## config.mk

```make
export PLATFORM = sky130hd
export DESIGN_NAME = uart_word_link
export DESIGN_NICKNAME = d
export VERILOG_FILES = /design/src/rtl/uart_pkg.sv /design/src/rtl/uart_bit_timer.sv /design/src/rtl/uart_word_link.sv
export SDC_FILE = /design/constraint.sdc
export NUM_CORES = 1
export LEC_CHECK = 0
export ABC_AREA = 1
export BUFFER_PORTS_ARGS = -buffer_cell sky130_fd_sc_hd__clkbuf_2
export CELL_PAD_IN_SITES_DETAIL_PLACEMENT = 2
export CELL_PAD_IN_SITES_GLOBAL_PLACEMENT = 2
export CORE_MARGIN = 5
export CORE_UTILIZATION = 25
export CTS_BUF_LIST = sky130_fd_sc_hd__clkbuf_4 sky130_fd_sc_hd__clkbuf_8
export CTS_CLUSTER_DIAMETER = 60
export DETAILED_ROUTE_END_ITERATION = 8
export HOLD_SLACK_MARGIN = 0.1
export PLACE_DENSITY_LB_ADDON = 0.1
export SETUP_SLACK_MARGIN = 0.02
export SYNTH_ARGS = -nofsm -noshare
export SYNTH_HDL_FRONTEND = slang
export SYNTH_SLANG_ARGS = --single-unit
```

## constraint.sdc

```tcl
create_clock -name clk -period 6.95 [get_ports clk]
set_clock_uncertainty 0.2 [all_clocks]
set_input_delay 0.3475 -clock clk [delete_from_list [all_inputs] [get_ports clk]]
set_output_delay 0.3475 -clock clk [all_outputs]
set_load 0.01 [all_outputs]
```

## src/rtl/uart_pkg.sv

```systemverilog
// Shared constants, state encodings and helpers for the UART word link.
// Build option: define UART_PARITY_EN to add an even-parity bit per byte.
package uart_pkg;

    localparam int DATA_BITS      = 8;
    localparam int BYTES_PER_WORD = 2;

`ifdef UART_PARITY_EN
    localparam int PARITY_BITS = 1;
`else
    localparam int PARITY_BITS = 0;
`endif

    // start + data + optional parity + stop
    localparam int FRAME_BITS = 1 + DATA_BITS + PARITY_BITS + 1;

    typedef enum logic [2:0] {
        TX_IDLE,
        TX_START,
        TX_DATA,
        TX_PARITY,
        TX_STOP,
        TX_DONE
    } tx_state_e;

    typedef enum logic [2:0] {
        RX_IDLE,
        RX_HUNT,
        RX_START,
        RX_DATA,
        RX_PARITY,
        RX_STOP,
        RX_DONE
    } rx_state_e;

    // Even parity: the returned bit makes the total count of ones even.
    function automatic logic even_parity(input logic [DATA_BITS-1:0] b);
        return ^b;
    endfunction

endpackage

```

## src/rtl/uart_bit_timer.sv

```systemverilog
// Bit-period down-counter shared by the TX and RX engines.
// Ports: clk, reset (async, active-high); load_full_i / load_half_i preload
// a full or half bit period; en_i runs the counter; tick_o marks expiry and
// the counter then reloads a full period by itself.
module uart_bit_timer #(
    parameter int CLKS_PER_BIT = 434
) (
    input  logic clk,
    input  logic reset,
    input  logic load_full_i,
    input  logic load_half_i,
    input  logic en_i,
    output logic tick_o
);
    import uart_pkg::*;

    localparam int CW = (CLKS_PER_BIT > 1) ? $clog2(CLKS_PER_BIT) : 1;
    localparam logic [CW-1:0] FULL = CW'(CLKS_PER_BIT - 1);
    localparam logic [CW-1:0] HALF = CW'(CLKS_PER_BIT / 2 - 1);

    logic [CW-1:0] cnt_q;
    logic [CW-1:0] cnt_d;

    assign tick_o = en_i && (cnt_q == '0);

    always_comb begin
        cnt_d = cnt_q;
        if (load_full_i) begin
            cnt_d = FULL;
        end else if (load_half_i) begin
            cnt_d = HALF;
        end else if (en_i) begin
            // free-running reload keeps back-to-back bits exactly spaced
            cnt_d = (cnt_q == '0) ? FULL : cnt_q - 1'b1;
        end
    end

    always_ff @(posedge clk or posedge reset) begin
        if (reset) begin
            cnt_q <= '0;
        end else begin
            cnt_q <= cnt_d;
        end
    end

endmodule

```

## src/rtl/uart_word_link.sv

```systemverilog
// UART peripheral moving 16-bit words as two bytes (low first) for the CU.
// Ports: clk, reset (async, active-high); uart_receive / uart_in_and_send
// are 1-cycle commands; uart_out drives data_out_en; data_in sampled on the
// send command; data_out holds the last received word; uart_done pulses at
// the end of each transaction; rxd / txd are the serial pins (idle high).
// Build option: UART_PARITY_EN inserts an even-parity bit before each stop.
module uart_word_link #(
    parameter int CLKS_PER_BIT = 434
) (
    input  logic        clk,
    input  logic        reset,
    input  logic        uart_receive,
    input  logic        uart_in_and_send,
    input  logic        uart_out,
    input  logic [15:0] data_in,
    output logic [15:0] data_out,
    output logic        data_out_en,
    output logic        uart_done,
    input  logic        rxd,
    output logic        txd
);
    import uart_pkg::*;

    localparam logic [2:0] LAST_BIT = 3'(DATA_BITS - 1);

    // ---------------- command arbitration ----------------
    tx_state_e tx_state_q;
    rx_state_e rx_state_q;
    logic      idle;
    logic      rx_go;
    logic      tx_go;

    assign idle  = (tx_state_q == TX_IDLE) && (rx_state_q == RX_IDLE);
    // receive wins a same-cycle collision
    assign rx_go = idle && uart_receive;
    assign tx_go = idle && uart_in_and_send && !uart_receive;

    // ---------------- TX engine ----------------
    logic [15:0] tx_shift_q;
    logic [2:0]  tx_bit_q;
    logic        tx_byte_q;
    logic        txd_q;
    logic        tx_done_q;
    logic        tx_tick;
    logic        tx_timer_en;
`ifdef UART_PARITY_EN
    logic        tx_par_q;
`endif

    assign tx_timer_en = (tx_state_q != TX_IDLE) && (tx_state_q != TX_DONE);

    uart_bit_timer #(
        .CLKS_PER_BIT(CLKS_PER_BIT)
    ) u_tx_timer (
        .clk        (clk),
        .reset      (reset),
        .load_full_i(tx_go),
        .load_half_i(1'b0),
        .en_i       (tx_timer_en),
        .tick_o     (tx_tick)
    );

    always_ff @(posedge clk or posedge reset) begin
        if (reset) begin
            tx_state_q <= TX_IDLE;
            tx_shift_q <= '0;
            tx_bit_q   <= '0;
            tx_byte_q  <= 1'b0;
            txd_q      <= 1'b1;
            tx_done_q  <= 1'b0;
`ifdef UART_PARITY_EN
            tx_par_q   <= 1'b0;
`endif
        end else begin
            tx_done_q <= 1'b0;
            unique case (tx_state_q)
                TX_IDLE: begin
                    if (tx_go) begin
                        tx_shift_q <= data_in;
                        tx_byte_q  <= 1'b0;
                        txd_q      <= 1'b0;
                        tx_state_q <= TX_START;
                    end
                end
                TX_START: begin
                    if (tx_tick) begin
                        txd_q      <= tx_shift_q[0];
                        tx_bit_q   <= '0;
                        tx_state_q <= TX_DATA;
`ifdef UART_PARITY_EN
                        tx_par_q   <= even_parity(tx_shift_q[7:0]);
`endif
                    end
                end
                TX_DATA: begin
                    if (tx_tick) begin
                        // word shifts right; high byte lands in [7:0]
                        tx_shift_q <= {1'b0, tx_shift_q[15:1]};
                        tx_bit_q   <= tx_bit_q + 3'd1;
                        if (tx_bit_q == LAST_BIT) begin
`ifdef UART_PARITY_EN
                            txd_q      <= tx_par_q;
                            tx_state_q <= TX_PARITY;
`else
                            txd_q      <= 1'b1;
                            tx_state_q <= TX_STOP;
`endif
                        end else begin
                            txd_q <= tx_shift_q[1];
                        end
                    end
                end
                TX_PARITY: begin
                    if (tx_tick) begin
                        txd_q      <= 1'b1;
                        tx_state_q <= TX_STOP;
                    end
                end
                TX_STOP: begin
                    if (tx_tick) begin
                        if (!tx_byte_q) begin
                            // second byte follows with no idle gap
                            tx_byte_q  <= 1'b1;
                            txd_q      <= 1'b0;
                            tx_state_q <= TX_START;
                        end else begin
                            tx_done_q  <= 1'b1;
                            tx_state_q <= TX_DONE;
                        end
                    end
                end
                TX_DONE: begin
                    tx_state_q <= TX_IDLE;
                end
                default: begin
                    tx_state_q <= TX_IDLE;
                end
            endcase
        end
    end

    // ---------------- RX synchronizer ----------------
    logic rx_meta_q;
    logic rx_sync_q;
    logic rx_prev_q;
    logic rx_fall;

    always_ff @(posedge clk or posedge reset) begin
        if (reset) begin
            rx_meta_q <= 1'b1;
            rx_sync_q <= 1'b1;
            rx_prev_q <= 1'b1;
        end else begin
            rx_meta_q <= rxd;
            rx_sync_q <= rx_meta_q;
            rx_prev_q <= rx_sync_q;
        end
    end

    assign rx_fall = rx_prev_q && !rx_sync_q;

    // ---------------- RX engine ----------------
    logic [7:0]  rx_shift_q;
    logic [7:0]  rx_lo_q;
    logic [2:0]  rx_bit_q;
    logic        rx_byte_q;
    logic [15:0] data_out_q;
    logic        rx_done_q;
    logic        rx_tick;
    logic        rx_timer_en;
    logic        rx_load_half;
    logic        rx_frame_ok;
`ifdef UART_PARITY_EN
    logic        rx_bad_q;
    assign rx_frame_ok = rx_sync_q && !rx_bad_q;
`else
    assign rx_frame_ok = rx_sync_q;
`endif

    assign rx_load_half = (rx_state_q == RX_HUNT) && rx_fall;
    assign rx_timer_en  = (rx_state_q == RX_START) ||
                          (rx_state_q == RX_DATA)  ||
                          (rx_state_q == RX_PARITY) ||
                          (rx_state_q == RX_STOP);

    uart_bit_timer #(
        .CLKS_PER_BIT(CLKS_PER_BIT)
    ) u_rx_timer (
        .clk        (clk),
        .reset      (reset),
        .load_full_i(1'b0),
        .load_half_i(rx_load_half),
        .en_i       (rx_timer_en),
        .tick_o     (rx_tick)
    );

    always_ff @(posedge clk or posedge reset) begin
        if (reset) begin
            rx_state_q <= RX_IDLE;
            rx_shift_q <= '0;
            rx_lo_q    <= '0;
            rx_bit_q   <= '0;
            rx_byte_q  <= 1'b0;
            data_out_q <= '0;
            rx_done_q  <= 1'b0;
`ifdef UART_PARITY_EN
            rx_bad_q   <= 1'b0;
`endif
        end else begin
            rx_done_q <= 1'b0;
            unique case (rx_state_q)
                RX_IDLE: begin
                    if (rx_go) begin
                        rx_byte_q  <= 1'b0;
                        rx_state_q <= RX_HUNT;
                    end
                end
                RX_HUNT: begin
                    if (rx_fall) begin
                        rx_state_q <= RX_START;
                    end
                end
                RX_START: begin
                    // a start bit gone high by mid-bit was a glitch
                    if (rx_tick) begin
                        if (!rx_sync_q) begin
                            rx_bit_q   <= '0;
                            rx_state_q <= RX_DATA;
                        end else begin
                            rx_state_q <= RX_HUNT;
                        end
                    end
                end
                RX_DATA: begin
                    if (rx_tick) begin
                        rx_shift_q <= {rx_sync_q, rx_shift_q[7:1]};
                        rx_bit_q   <= rx_bit_q + 3'd1;
                        if (rx_bit_q == LAST_BIT) begin
`ifdef UART_PARITY_EN
                            rx_state_q <= RX_PARITY;
`else
                            rx_state_q <= RX_STOP;
`endif
                        end
                    end
                end
                RX_PARITY: begin
                    if (rx_tick) begin
`ifdef UART_PARITY_EN
                        rx_bad_q <= rx_sync_q ^ even_parity(rx_shift_q);
`endif
                        rx_state_q <= RX_STOP;
                    end
                end
                RX_STOP: begin
                    if (rx_tick) begin
                        if (!rx_frame_ok) begin
                            // bad byte: rehunt for the same byte index
                            rx_state_q <= RX_HUNT;
                        end else if (!rx_byte_q) begin
                            rx_lo_q    <= rx_shift_q;
                            rx_byte_q  <= 1'b1;
                            rx_state_q <= RX_HUNT;
                        end else begin
                            data_out_q <= {rx_shift_q, rx_lo_q};
                            rx_done_q  <= 1'b1;
                            rx_state_q <= RX_DONE;
                        end
                    end
                end
                RX_DONE: begin
                    rx_state_q <= RX_IDLE;
                end
                default: begin
                    rx_state_q <= RX_IDLE;
                end
            endcase
        end
    end

    // ---------------- outputs ----------------
    assign txd         = txd_q;
    assign uart_done   = tx_done_q | rx_done_q;
    assign data_out    = data_out_q;
    assign data_out_en = uart_out;

endmodule

```

== Word level (Yosys, flattened, before mapping) ==
Cells that the tools add are included.
Word-level totals
  output and inout port bits: 19
  input port bits: 22
  register bits after elaboration: 86
Operators by class
  multiplexer cells: 55
  bitwise gates (word level): 2
  eq/ne operators: 28
  add/subtract/negate cells: 4
  reductions and logical operators: 38
Operators with widths (count)
  2-to-1 mux 3 bit: 21
  2-to-1 mux 9 bit: 6
  2-to-1 mux 16 bit: 2
  one-hot mux 16 bit (2 select lines): 1
  inequality test 2 bit, second input constant: 15
  logical NOT 9 bit: 2
  one-hot mux 3 bit (6 select lines): 1
  subtractor 9 x 1 -> 9 bit, second input constant: 2
  2-to-1 mux 1 bit: 17
  AND reduction 4 bit: 4
  == test 3 bit, second input constant: 5
  one-hot mux 3 bit (5 select lines): 1
  AND reduction 7 bit: 2
  nonzero test 2 bit: 7
  == test 3 x 2 -> 1 bit, second input constant: 4
  one-hot mux 3 bit (2 select lines): 2
  logical AND 1 bit: 9
  AND reduction 3 bit: 3
  adder 3 x 1 -> 3 bit, second input constant: 2
  == test 3 x 1 -> 1 bit, second input constant: 2
  logical NOT 3 bit: 2
  AND reduction 6 bit: 1
  one-hot mux 1 bit (5 select lines): 1
  nonzero test 5 bit: 1
  other kinds (10): 14

== Logic depth before layout (Yosys ltp) ==
Gate-level depths: netlist of run 1.
  depth after elaboration: 7
  depth in mapped cells: 10
  depth with buffers taken out: 9

== Hierarchy ==
From an unflattened synthesis of run 1, not the netlist that was laid out.
Unflattened totals
  cells, all modules: 565
  area, all modules: 4463.0 sq um
By module, submodules not included
  uart_word_link: cells an instance 393, area each 3264.4 sq um, sequential area each 1706.6 sq um, times used 1
  uart_bit_timer: cells an instance 86, area each 599.3 sq um, sequential area each 225.2 sq um, times used 2

== Worst setup path before layout of run 1 ==
Ideal clock, no wire load.
  kind: register -> register
  start point: reg u_tx_timer.cnt_q[0]
  end point: reg tx_shift_q[1]
  setup time: 117 ps
  clock period less this slack: 1736 ps
  arrival: 1419 ps
  path buffers: 1
  setup slack: 5214 ps
  stages on the path, launching flop included: 11
  path through: dfrtp_1 > inv_1 > ha_1 > nand2_2 > nor2_2 > nand2_2 > nand2_4 > nand3_4 > buf_6 > nand2_1 > nand2_1
Between the ends
  cells in the longest elaborated chain, start to end: 4
Ends and longest elaborated chain
  start, declared: RTL line uart_bit_timer.sv:21  | logic [CW-1:0] cnt_q;
  start signal, assigned: RTL line uart_bit_timer.sv:42  | cnt_q <= cnt_d;
  logical NOT 9 bit: RTL line uart_bit_timer.sv:24  | assign tick_o = en_i && (cnt_q == '0);
  logical AND 1 bit: RTL line uart_bit_timer.sv:24
  inequality test 2 bit (no line)
  AND reduction 3 bit (no line)
  end signal, assigned: RTL line uart_word_link.sv:79  | tx_shift_q <= data_in;
  end signal, assigned: RTL line uart_word_link.sv:98  | tx_shift_q <= {1'b0, tx_shift_q[15:1]};
  end, declared: RTL line uart_word_link.sv:39  | logic [15:0] tx_shift_q;
No other way between the ends.
A chain may end at the register's enable or synchronous reset.

== Final worst setup path of run 1 ==
  start point: reg u_rx_timer.cnt_q[0]
  end point: reg rx_lo_q[0]
Between the ends
  cells in the longest elaborated chain, start to end: 3
Ends and longest elaborated chain
  start, declared: RTL line uart_bit_timer.sv:21
  start signal, assigned: RTL line uart_bit_timer.sv:42
  logical NOT 9 bit: RTL line uart_bit_timer.sv:24
  logical AND 1 bit: RTL line uart_bit_timer.sv:24
  AND reduction 4 bit (no line)
  end signal, assigned: RTL line uart_word_link.sv:261  | rx_lo_q <= rx_shift_q;
  end, declared: RTL line uart_word_link.sv:164  | logic [7:0] rx_lo_q;
No other way between the ends.

==> impl_results.md, run 1 <==
- Core area: 17420 um2
- DRT Wirelength: 12400 um
- Grt met1 use: 17.30%
- GP Congestion: between 0.7 and 0.8
- Worst Setup End Kind: flip-flop
- Dpl cells: 812
- Peak VDD IR: 0.07512 mV
- Worst EP required: 7030 ps
- Largest net degree at the start of global routing: 66
- Reg2reg setup slack: ~4400 ps
- Reg2reg start: u_rx_timer.cnt_q[0]
- IO Pins: 41
- CTS tree: built
- DRC Markers: 0
- Leakage: 2.754 nW
- Fmax: 0.3940 GHz
- Gate Count Post-Synth: about 570
- Worst Path Arrival: 2620 ps
- Critical Path Max Stage Delay: 400 ps
- Sequential area share after synthesis: around half
- Non-Filler Instances: about 840
- Logic pwr share: ~3.0%
- Post-CTS Setup Bufs: 0
- Worst-skew pair later-pin latency: 380 ps
- Initial Util: 25.57%
- Syn. warnings: 0
- Post-route cell area: 5122 um2
- Nets: 640
- Detail Placement HPWL: about 8900 um
- Sequential Power Share: 54.4%
- Busiest grt layer: met2
- Placed Area: 4782 um2
- Setup tns final: 0 ps
- TritonCTS buffer count: 9
- Layout area overhead: 15.03%
- Int Pwr: 0.6880 mW
- Most used cell along the critical path: nand2_1
- Syn Area/Cell: 7.840 um2
- Via count: roughly 3900
- Met2 usage: 21.31%
- Crit path buf inv count: 2
- P per Cell Area: approximately 180 nW/um2
- Final worst-path cycle share: 36.52%
- Proportion of layout cells with a drive suffix above 1: 14.12%
- DRT antenna net count: 0
- Worst Setup Start Kind: flip-flop
- Average wire per standard cell: 14.75 um
- Core Util, Final: 29.41%
- Critical path peak fanout: 31
- Synthesized cell area: 4453 um2
- Clock tree buffer depth: 2
- Max-Cap Viols: 0
- Cell depth of the worst min-delay path: 5
- Sw frac: 25.47%
- Pins over their slew limit: 0
- Detailed router's first-iteration violation count: 100
- Clock share of power: 42.6%
- Total GRT Usage: 12.95%
- Initial antenna violation count: 0
- Die span in y: 143.5 um
- RSZ-0062 raised after global routing: no
- Final hold violation count: 0
- Met3 Use GR: about 2.1%
- Switch Pwr: 0.2351 mW
- Slew HR: 40.87%
- Clk slew on worst S/H paths: 100 ps
- Hold path startpoint: data_in[11]
- Hold crit path type: in2reg
- FF-to-FF path depth: 9
- WHS Endpoint: tx_shift_q[11]
- Synth Register Bits: 86
- CP max stage cell: dfrtp_1
- Min cycle time layout: ~2500 ps
- Die area: 20580 um2
- Post-synth cell types: 31
- Inserted Diodes: 0
- DRT Pass-1 Iters: 4
- H-tree depth: 3
- Post-Syn Nets: approximately 600
- DR vias/cell: 4.603
- Cell chain of the critical path: inv_1 > ha_1 > nand2_2 > nor2_4 > nand3_4 > inv_1 > nand2_1 > nand2_1 > nand2_1
- Root buffer selected by CTS: clkbuf_8
- RR Endpoint: rx_lo_q[0]
- Clk sink count: 86
- Vias in the first global route: 4226
- Final setup fails: 0
- WS Path Type: reg2reg
- Worst-margin pin slew: approximately 890 ps
- Kind of cell adding the most delay to the critical path: simple AND/OR/NAND/NOR gates
- I/O Buffers: 38
- Rows: 48
- Outcome: complete, no violations
- First-pass GRT wire length: 21400 um
- Total Power: 0.9230 mW
- CP startpoint: u_rx_timer.cnt_q[0]
- Die Span X: 143.5 um
- Congestion Overflow GR: 0
[synth_stat cells, drive strengths merged]
cell type,number,area (um2)
a21boi,1,7.510
a22oi,1,7.510
clkbuf,2,7.510
buf,18,143.9
o21bai,1,18.77
nor2,48,240.2
xor2,6,52.55
dfstp,4,105.1
o21ai,34,170.2
nand3b,2,15.01
o22ai,1,6.260
nand2,243,934.7
o31ai,2,15.01
nand3,44,245.2
inv,41,153.9
ha,7,87.58
or2,1,6.260
xnor2,1,8.760
nand4,24,150.1
nor3,1,5.000
a21oi,4,20.02
dfrtp,82,2052
[power by group through the flow]
stage	clock [mW]	combinational [mW]	sequential, mW
after floorplan	0	0.0125	0.512
after CTS	0.416	0.0293	0.503
after global routing	0.437	0.0326	0.503
after global placement	0	0.0230	0.512
final	0.393	0.0276	0.502
after detailed placement	0	0.0236	0.512
[repair_timing]
item,in CTS,in global routing
hold endpoints to repair,33,0
resized for setup,0,0
hold buffers,13,0
[per-layer routing]
metal  part of all wire [%]  vias up  wire, um
li1                       -     1903         -
met1                     49     1911      6039
met2                     47       45      5816
met3                    2.9       12       361
met4                    1.5        0       187
met5                      0        -         0
[kinds of logic after synthesis]
kind of cell,after synthesis,share of synthesized area (%)
AND/OR/NAND/NOR,363,35.85
adder cells (fa/ha/maj),7,1.967
AO/OA/AOI/OAI,44,5.507
buffers and inverters,61,6.856
flip-flops,86,48.44
XOR/XNOR,7,1.377
[stage by stage]
stage	setup WS, ps	hold WS (ps)
after global placement	4581	139.5
after global routing	4177	132.7
after floorplan	4187	145.2
after detailed placement	4438	148.4
final	4412	122.2
after CTS	4391	101.0
[cell usage in the layout, fill, tap and decap left out, types with 2 or more instances in the layout]
cell	instances
a21oi_1	4
clkbuf_2	38
clkbuf_8	9
dfrtp_1	82
dfstp_2	4
dlygate4sd3_1	13
ha_1	7
inv_1	36
inv_2	4
inv_6	3
inv_8	2
nand2_1	236
nand2_2	6
nand3_1	42
nand3_4	2
nand3b_1	2
nand4_1	24
nor2_1	36
nor2_2	6
nor2_4	6
o21ai_0	24
o21ai_1	10
o31ai_1	2
xor2_1	6
[flip-flops by register name, summed over array words and instances (netlist names)]
name	cells
rx_prev_q	1
txd	1
tx_bit_q	3
rx_meta_q	1
rx_bit_q	3
rx_lo_q	8
tx_done_q	1
rx_shift_q	8
data_out	16
tx_state_q	3
tx_byte_q	1
tx_shift_q	16
rx_frame_ok	1
u_rx_timer.cnt_q	9
rx_done_q	1
rx_byte_q	1
rx_state_q	3
u_tx_timer.cnt_q	9
[layout make-up]
class	instances	area (um2)
fill	2056	12290
sequential	86	2157
multi-input combinational	421	1991
timing repair buffer	52	327.8
tap	225	281.5
inverter	41	155.1
clock buffer	9	123.9
clock inverter	7	86.33
[how the worst max path moves through the flow]
stage                             end  slack [ps]  cells past startpoint
after floorplan           data_out[0]        4190                      1
after global placement     rx_lo_q[0]        4580                      6
after detailed placement   rx_lo_q[6]        4440                      9
after CTS                  rx_lo_q[0]        4390                      9
after global routing       rx_lo_q[0]        4180                      9
final                      rx_lo_q[0]        4410                      9
[worst min-delay path, delay by kind of cell]
family / cells / cell delay [ps]
simple gates: 4 / 230
buf+inv: 1 / 90
(Power assumes the default switching activity.)
==> run 2, diff against run 1 <==
==> constraint.sdc (replaced) <==
create_clock -name clk -period 2.5 [get_ports clk]
set_clock_uncertainty 0.2 [all_clocks]
set_input_delay 0.125 -clock clk [delete_from_list [all_inputs] [get_ports clk]]
set_output_delay 0.125 -clock clk [all_outputs]
set_load 0.01 [all_outputs]
==> run 2 against run 1 <==
Net effect: die area unchanged; via count increased by 1.1%; sequential share of layout area decreased by 1.4 points; global-route usage increased by 0.11 points; design area increased by 3.5%; final cell count increased by 2.3%; first-iteration DRC count decreased by 1.0%; critical path depth decreased by 2; sequential power increased to 2.8 times the previous value; combinational power increased to 3.4 times the previous value; worst hold slack got worse by 6.8 ps; critical endpoint is now u_tx_timer.cnt_q[2]; largest cell class unchanged.
==> impl_results.md, run 2 (synthesis results as in run 1) <==
- Clock share of power: roughly 42%
- Outcome: complete, no violations
- Clk slew on worst S/H paths: 110 ps
- Average wire per standard cell: ~15 um
- Die Span X: ~140 um
- Most frequent cells in the layout: 236 x nand2_1, 82 x dfrtp_1, 42 x nand3_1
- Die area: 20580 um2
- Leakage: roughly 2.8 nW
- Inserted Diodes: 0
- P per Cell Area: 487.6 nW/um2
- Proportion of layout cells with a drive suffix above 1: 15.28%
- Multi-input gate area: 1991 um2
- H-tree depth: 3
- Clk sink count: 86
- Fmax: 0.4423 GHz
- Int Pwr: between 1.5 and 2 mW
- Hold crit path type: in2async
- Critical path peak fanout: 9
- CP max stage cell: dlygate4sd3_1
- CTS tree: built
- Worst Setup Start Kind: flip-flop
- WS Path Type: reg2reg
- RSZ-0062 raised after global routing: no
- Peak VDD IR: ~0.26 mV
- Crit path buf inv count: 1
- Initial antenna violation count: 0
- Sw frac: 25.60%
- Largest net degree at the start of global routing: between 40 and 50
- CP startpoint: rx_state_q[0]
- Min cycle time layout: 2261 ps
- Worst EP required: ~2600 ps
- GP Congestion: 0.7549
- First-pass GRT wire length: 21500 um
- Dpl cells: 822
- DRT Wirelength: 12630 um
- Switch Pwr: 0.6619 mW
- Pins over their slew limit: 0
- DR vias/cell: approximately 4.6
- DRT antenna net count: 0
- Clock tree buffer depth: 2
- Kind of cell adding the most delay to the critical path: simple AND/OR/NAND/NOR gates
- TritonCTS buffer count: 9
- Total GRT Usage: 13.05%
- Nets: 659
- Worst Path Arrival: 2310 ps
- I/O Buffers: 38
- Core area: 17420 um2
- Worst-margin pin slew: 530.1 ps
- Sequential cell area: 2157 um2
- Most common library cell in the layout ignoring fill and taps: nand2_1
- Layout area overhead: 19.11%
- Fillcell total: around 2100
- Post-CTS Setup Bufs: 0
- Worst-skew pair later-pin latency: 390 ps
- DRC Markers: 0
- IO Pins: 41
- Final worst-path cycle share: 90.43%
- Setup tns final: 0 ps
- Final setup fails: 0
- Via count: 3913
- Logic pwr share: 3.6%
- Sequential Power Share: 54.0%
- Root buffer selected by CTS: clkbuf_8
- Max-Cap Viols: 0
- DRT Pass-1 Iters: 4
- Congestion Overflow GR: 0
- Final hold violation count: 0
- Detailed router's first-iteration violation count: 99
- Rows: 48
- Non-Filler Instances: 860
- Cell chain of the critical path: nor2_1 > nand2_1 > nor2_1 > nand3_1 > dlygate4sd3_1 > nand3_1 > o21ai_0
- Detail Placement HPWL: 9117 um
- Die span in y: 143.5 um
- Worst Setup End Kind: flip-flop
- Vias in the first global route: 4303
- Slew HR: 64.58%
- Critical Path Max Stage Delay: 630 ps
- Reg2reg start: rx_state_q[0]
- Initial Util: between 20% and 30%
-- run 2: cell types whose count changed in the layout (fill, tap and decap cells not counted) --
| cell | before | now |
|---|---|---|
| clkinv_2 | 1 | 0 |
| buf_4 | 1 | 10 |
| buf_12 | 0 | 1 |
| clkinv_4 | 0 | 2 |
| dlygate4sd3_1 | 13 | 22 |
| inv_6 | 3 | 2 |
-- run 2: through the flow --
step / hold slack, ps / power [mW] / area [um2] / setup slack (ps) / util (%)
2_1_floorplan: -70.52 / 1.458 / 4457 / 764.2 / -
3_3_place_gp: -19.88 / 1.492 / 4872 / 344.1 / 27.97
3_5_place_dp: -10.70 / 1.494 / 4872 / 297.0 / 27.97
4_1_cts: 105.6 / 2.650 / 5304 / 225.5 / 30.45
5_1_grt: 138.7 / 2.707 / 5304 / 119.2 / 30.45
6_report: 115.4 / 2.586 / 5304 / 239.1 / 30.45
-- run 2: per-layer routing --
layer	GRT usage [%]	up-vias	wire [um]	part of all wire [%]
li1	-	1932	-	-
met1	16.91	1920	6046	48
met2	22.03	47	6054	48
met3	1.997	14	306	2.4
met4	4.906	0	217	1.7
met5	0	-	0	0
-- run 2: final cells by class --
| type | instances | area share (%) |
|---|---|---|
| Timing Repair Buffer | 71 | 9.531 |
| Multi-Input combinational cell | 421 | 37.53 |
| Inverter | 41 | 2.972 |
| Clock inverter | 7 | 1.651 |
| Sequential cell | 86 | 40.67 |
| Clock buffer | 9 | 2.335 |
| Tap cell | 225 | 5.308 |
-- run 2: tightest hold or removal path, cell delays in order --
cell and delay [ps]:
dlygate4sd3_1 540, clkbuf_2 120, clkinvlp_4 360
-- run 2: timing repair --
item | CTS | global route
setup endpoints to repair | 0 | 0
resized for setup | 0 | 0
hold buffers | 22 | 0
endpoints found under the hold margin | 110 | 0
-- run 2: worst paths after layout --
path	slack [ps]	end	cells after the start
worst max-delay path	240	u_tx_timer.cnt_q[2]	7
worst min-delay path	120	rx_lo_q[5]	3
worst max register to register	240	u_tx_timer.cnt_q[2]	7
worst min register to register	160	rx_frame_ok	0
max in group asynchronous	1270	data_out[7]	4
min in group clk	160	rx_frame_ok	0
-- run 2: power groups by stage --
stage                     Combinational [mW]  Clock, mW  Sequential, mW
after global placement                0.0682          0            1.42
after detailed placement              0.0701          0            1.42
after global routing                   0.108       1.20            1.40
final                                 0.0930       1.10            1.40
after floorplan                       0.0350          0            1.42
after CTS                             0.0968       1.16            1.40
==> run 3, diff against run 2 <==
--- a/config.mk
+++ b/config.mk
@@ -6,7 +6,6 @@
 export NUM_CORES = 1
 export LEC_CHECK = 0
 export ABC_AREA = 1
-export BUFFER_PORTS_ARGS = -buffer_cell sky130_fd_sc_hd__clkbuf_2
 export CELL_PAD_IN_SITES_DETAIL_PLACEMENT = 2
 export CELL_PAD_IN_SITES_GLOBAL_PLACEMENT = 2
 export CORE_MARGIN = 5
@@ -14,6 +13,7 @@
 export CTS_BUF_LIST = sky130_fd_sc_hd__clkbuf_4 sky130_fd_sc_hd__clkbuf_8
 export CTS_CLUSTER_DIAMETER = 60
 export DETAILED_ROUTE_END_ITERATION = 8
+export DONT_BUFFER_PORTS = 1
 export HOLD_SLACK_MARGIN = 0.1
 export PLACE_DENSITY_LB_ADDON = 0.1
 export SETUP_SLACK_MARGIN = 0.02
==> run 3 against run 2 <==
Net effect: sequential cell count unchanged; wire length grew 0.49%; die area unchanged; combinational power decreased by 11%; final cell count is 2.6% lower; first-iteration DRC count is 35% higher; sequential power barely moved; worst hold slack better by 22 ps; worst setup slack worse by 29 ps; non-clock buffer count down 22.
==> impl_results.md, run 3 (synthesis results as in run 1) <==
- Outcome: complete, no violations
- H-tree depth: 3
- CTS tree: built
- DRC Markers: 0
- Die area: 20580 um2
- Min cycle time layout: 2290 ps
- Final hold violation count: 0
- Worst EP required: 2620 ps
- Most frequent cells in the layout: 236 x nand2_1, 82 x dfrtp_1, 42 x nand3_1
- I/O Buffers: 0
- Final worst-path cycle share: 91.61%
- Clk sink count: 86
- Average wire per standard cell: 15.14 um
- Detail Placement HPWL: 9105 um
- FF-to-FF path depth: 9
- RSZ-0062 raised after global routing: no
- Hold slack: 137.1 ps
- Inserted Diodes: 0
- Core area: about 17000 um2
- Initial Util: 25.57%
- First-pass GRT wire length: 21500 um
- DRT Pass-1 Iters: 4
- Core Util, Final: a little under a third
- Worst-margin pin slew: between 900 and 1000 ps
- Setup tns final: 0 ps
- Final setup fails: 0
- Most used cell along the critical path: nand2_2
- Layout area overhead: 18.63%
- Fmax: 0.4367 GHz
- Via count: slightly below 4000
- Leakage: 2.726 nW
- Logic pwr share: approximately 3.2%
- Slew HR: 37.13%
- Critical path peak fanout: 17
- Clk slew on worst S/H paths: roughly 100 ps
- Switch Pwr: between 0.6 and 0.7 mW
- Total Power: between 2 and 3 mW
- Cell chain of the critical path: inv_1 > ha_2 > nand2_2 > nor2_2 > nand2_2 > nand2_8 > nand4_1 > dlygate4sd3_1 > nand2_1
- Clock share of power: 42.2%
- Largest net degree at the start of global routing: 31
- Die span in y: about 140 um
- GP Congestion: 0.7469
- Sequential Power Share: a little over half
- RR Endpoint: tx_shift_q[9]
- Worst Setup End Kind: flip-flop
- Pre-CTS setup slack: roughly 280 ps
- Sequential cell area: 2157 um2
- IO Pins: 41
- Reg2reg start: u_tx_timer.cnt_q[0]
- Congestion Overflow GR: 0
- WS Path Type: reg2reg
- Root buffer selected by CTS: clkbuf_8
- Kind of cell adding the most delay to the critical path: simple AND/OR/NAND/NOR gates
- Vias in the first global route: 4284
- Pins over their slew limit: 0
- Crit path buf inv count: 2
- P per Cell Area: around 480 nW/um2
- Clock tree buffer depth: 2
- Rows: 48
- Initial antenna violation count: 0
- Int Pwr: 1.915 mW
- Sw frac: 25.23%
- DR vias/cell: approximately 4.6
- DRT antenna net count: 0
- Die Span X: 143.5 um
- Peak VDD IR: 0.1864 mV
- Total GRT Usage: approximately an eighth
- Worst-skew pair later-pin latency: 380 ps
- Reg2reg setup slack: 210 ps
- Most common library cell in the layout ignoring fill and taps: nand2_1
- Final worst-path setup slack: 209.9 ps
- Hold crit path type: in2async
- Detailed router's first-iteration violation count: 134
- Multi-input gate area: 2002 um2
- Proportion of layout cells with a drive suffix above 1: around a tenth
- Worst Setup Start Kind: flip-flop
- TritonCTS buffer count: 9
- Worst Path Arrival: 2410 ps
- Max-Cap Viols: 0
- Fillcell total: 2056
- Nets: 637
- Critical Path Max Stage Delay: roughly 580 ps
- DRT Wirelength: 12690 um
- CP max stage cell: dlygate4sd3_1
- CP startpoint: u_tx_timer.cnt_q[0]
## run 3: cell types whose count changed in the layout (fill, tap and decap cells not counted)
| cell | previous run | this run |
|---|---|---|
| ha_2 | 0 | 1 |
| inv_6 | 2 | 4 |
| buf_4 | 10 | 14 |
| clkbuf_2 | 38 | 0 |
| inv_8 | 2 | 1 |
| clkinv_4 | 2 | 1 |
| dlygate4sd3_1 | 22 | 33 |
| nand2_4 | 1 | 0 |
| ha_1 | 7 | 6 |
| buf_12 | 1 | 2 |
| nand2_8 | 0 | 1 |
## run 3: area by class of cell
cell class | instances | share of cell area [%]
multi-input combinational | 421 | 37.90
clock inverter | 7 | 1.611
tap | 225 | 5.329
timing repair buffer | 49 | 9.000
clock buffer | 9 | 2.345
inverter | 41 | 2.984
sequential | 86 | 40.83
## run 3: metal layers
| metal | global-route usage (%) | up-vias | part of all wire (%) |
|---|---|---|---|
| li1 | - | 1897 | - |
| met3 | 2.729 | 9 | 2.9 |
| met4 | 3.419 | 0 | 0.86 |
| met1 | 16.75 | 1911 | 48 |
| met2 | 22.32 | 40 | 49 |
| met5 | 0 | - | 0 |
## run 3: worst min-delay path, stage by stage
cell and delay [ps]:
dlygate4sd3_1 570, clkinvlp_4 160, buf_12 220
## run 3: how the worst max path moves through the flow
stage | to | slack, ps | cells after the start
finish | tx_shift_q[9] | 210 | 9
CTS | tx_shift_q[13] | 90 | 9
floorplan | tx_shift_q[1] | 760 | 10
global route | tx_shift_q[10] | 50 | 9
detailed placement | rx_lo_q[6] | 280 | 6
global placement | rx_lo_q[5] | 340 | 6
## run 3: timing repair
item                                    in CTS  in global routing
endpoints found under the setup margin       0                  9
buffers inserted                             0                  5
hold buffers                                33                  0
gates resized for setup                      0                  2
hold endpoints to repair                   111                  0
## run 3: stage by stage
| step | std cells | cell area (um2) |
|---|---|---|
| 3_3_place_gp | 784 | 4682 |
| 5_1_grt | 838 | 5283 |
| 6_report | 838 | 5283 |
| 3_5_place_dp | 784 | 4682 |
| 4_1_cts | 833 | 5221 |
| 2_1_floorplan | 568 | 4457 |
## run 3: power groups by stage
stage / Combinational (mW) / Sequential [mW] / Clock (mW)
after global routing: 0.0954 / 1.40 / 1.20
final: 0.0827 / 1.40 / 1.08
after global placement: 0.0546 / 1.42 / 0
after floorplan: 0.0350 / 1.42 / 0
after CTS: 0.0871 / 1.40 / 1.15
after detailed placement: 0.0556 / 1.42 / 0
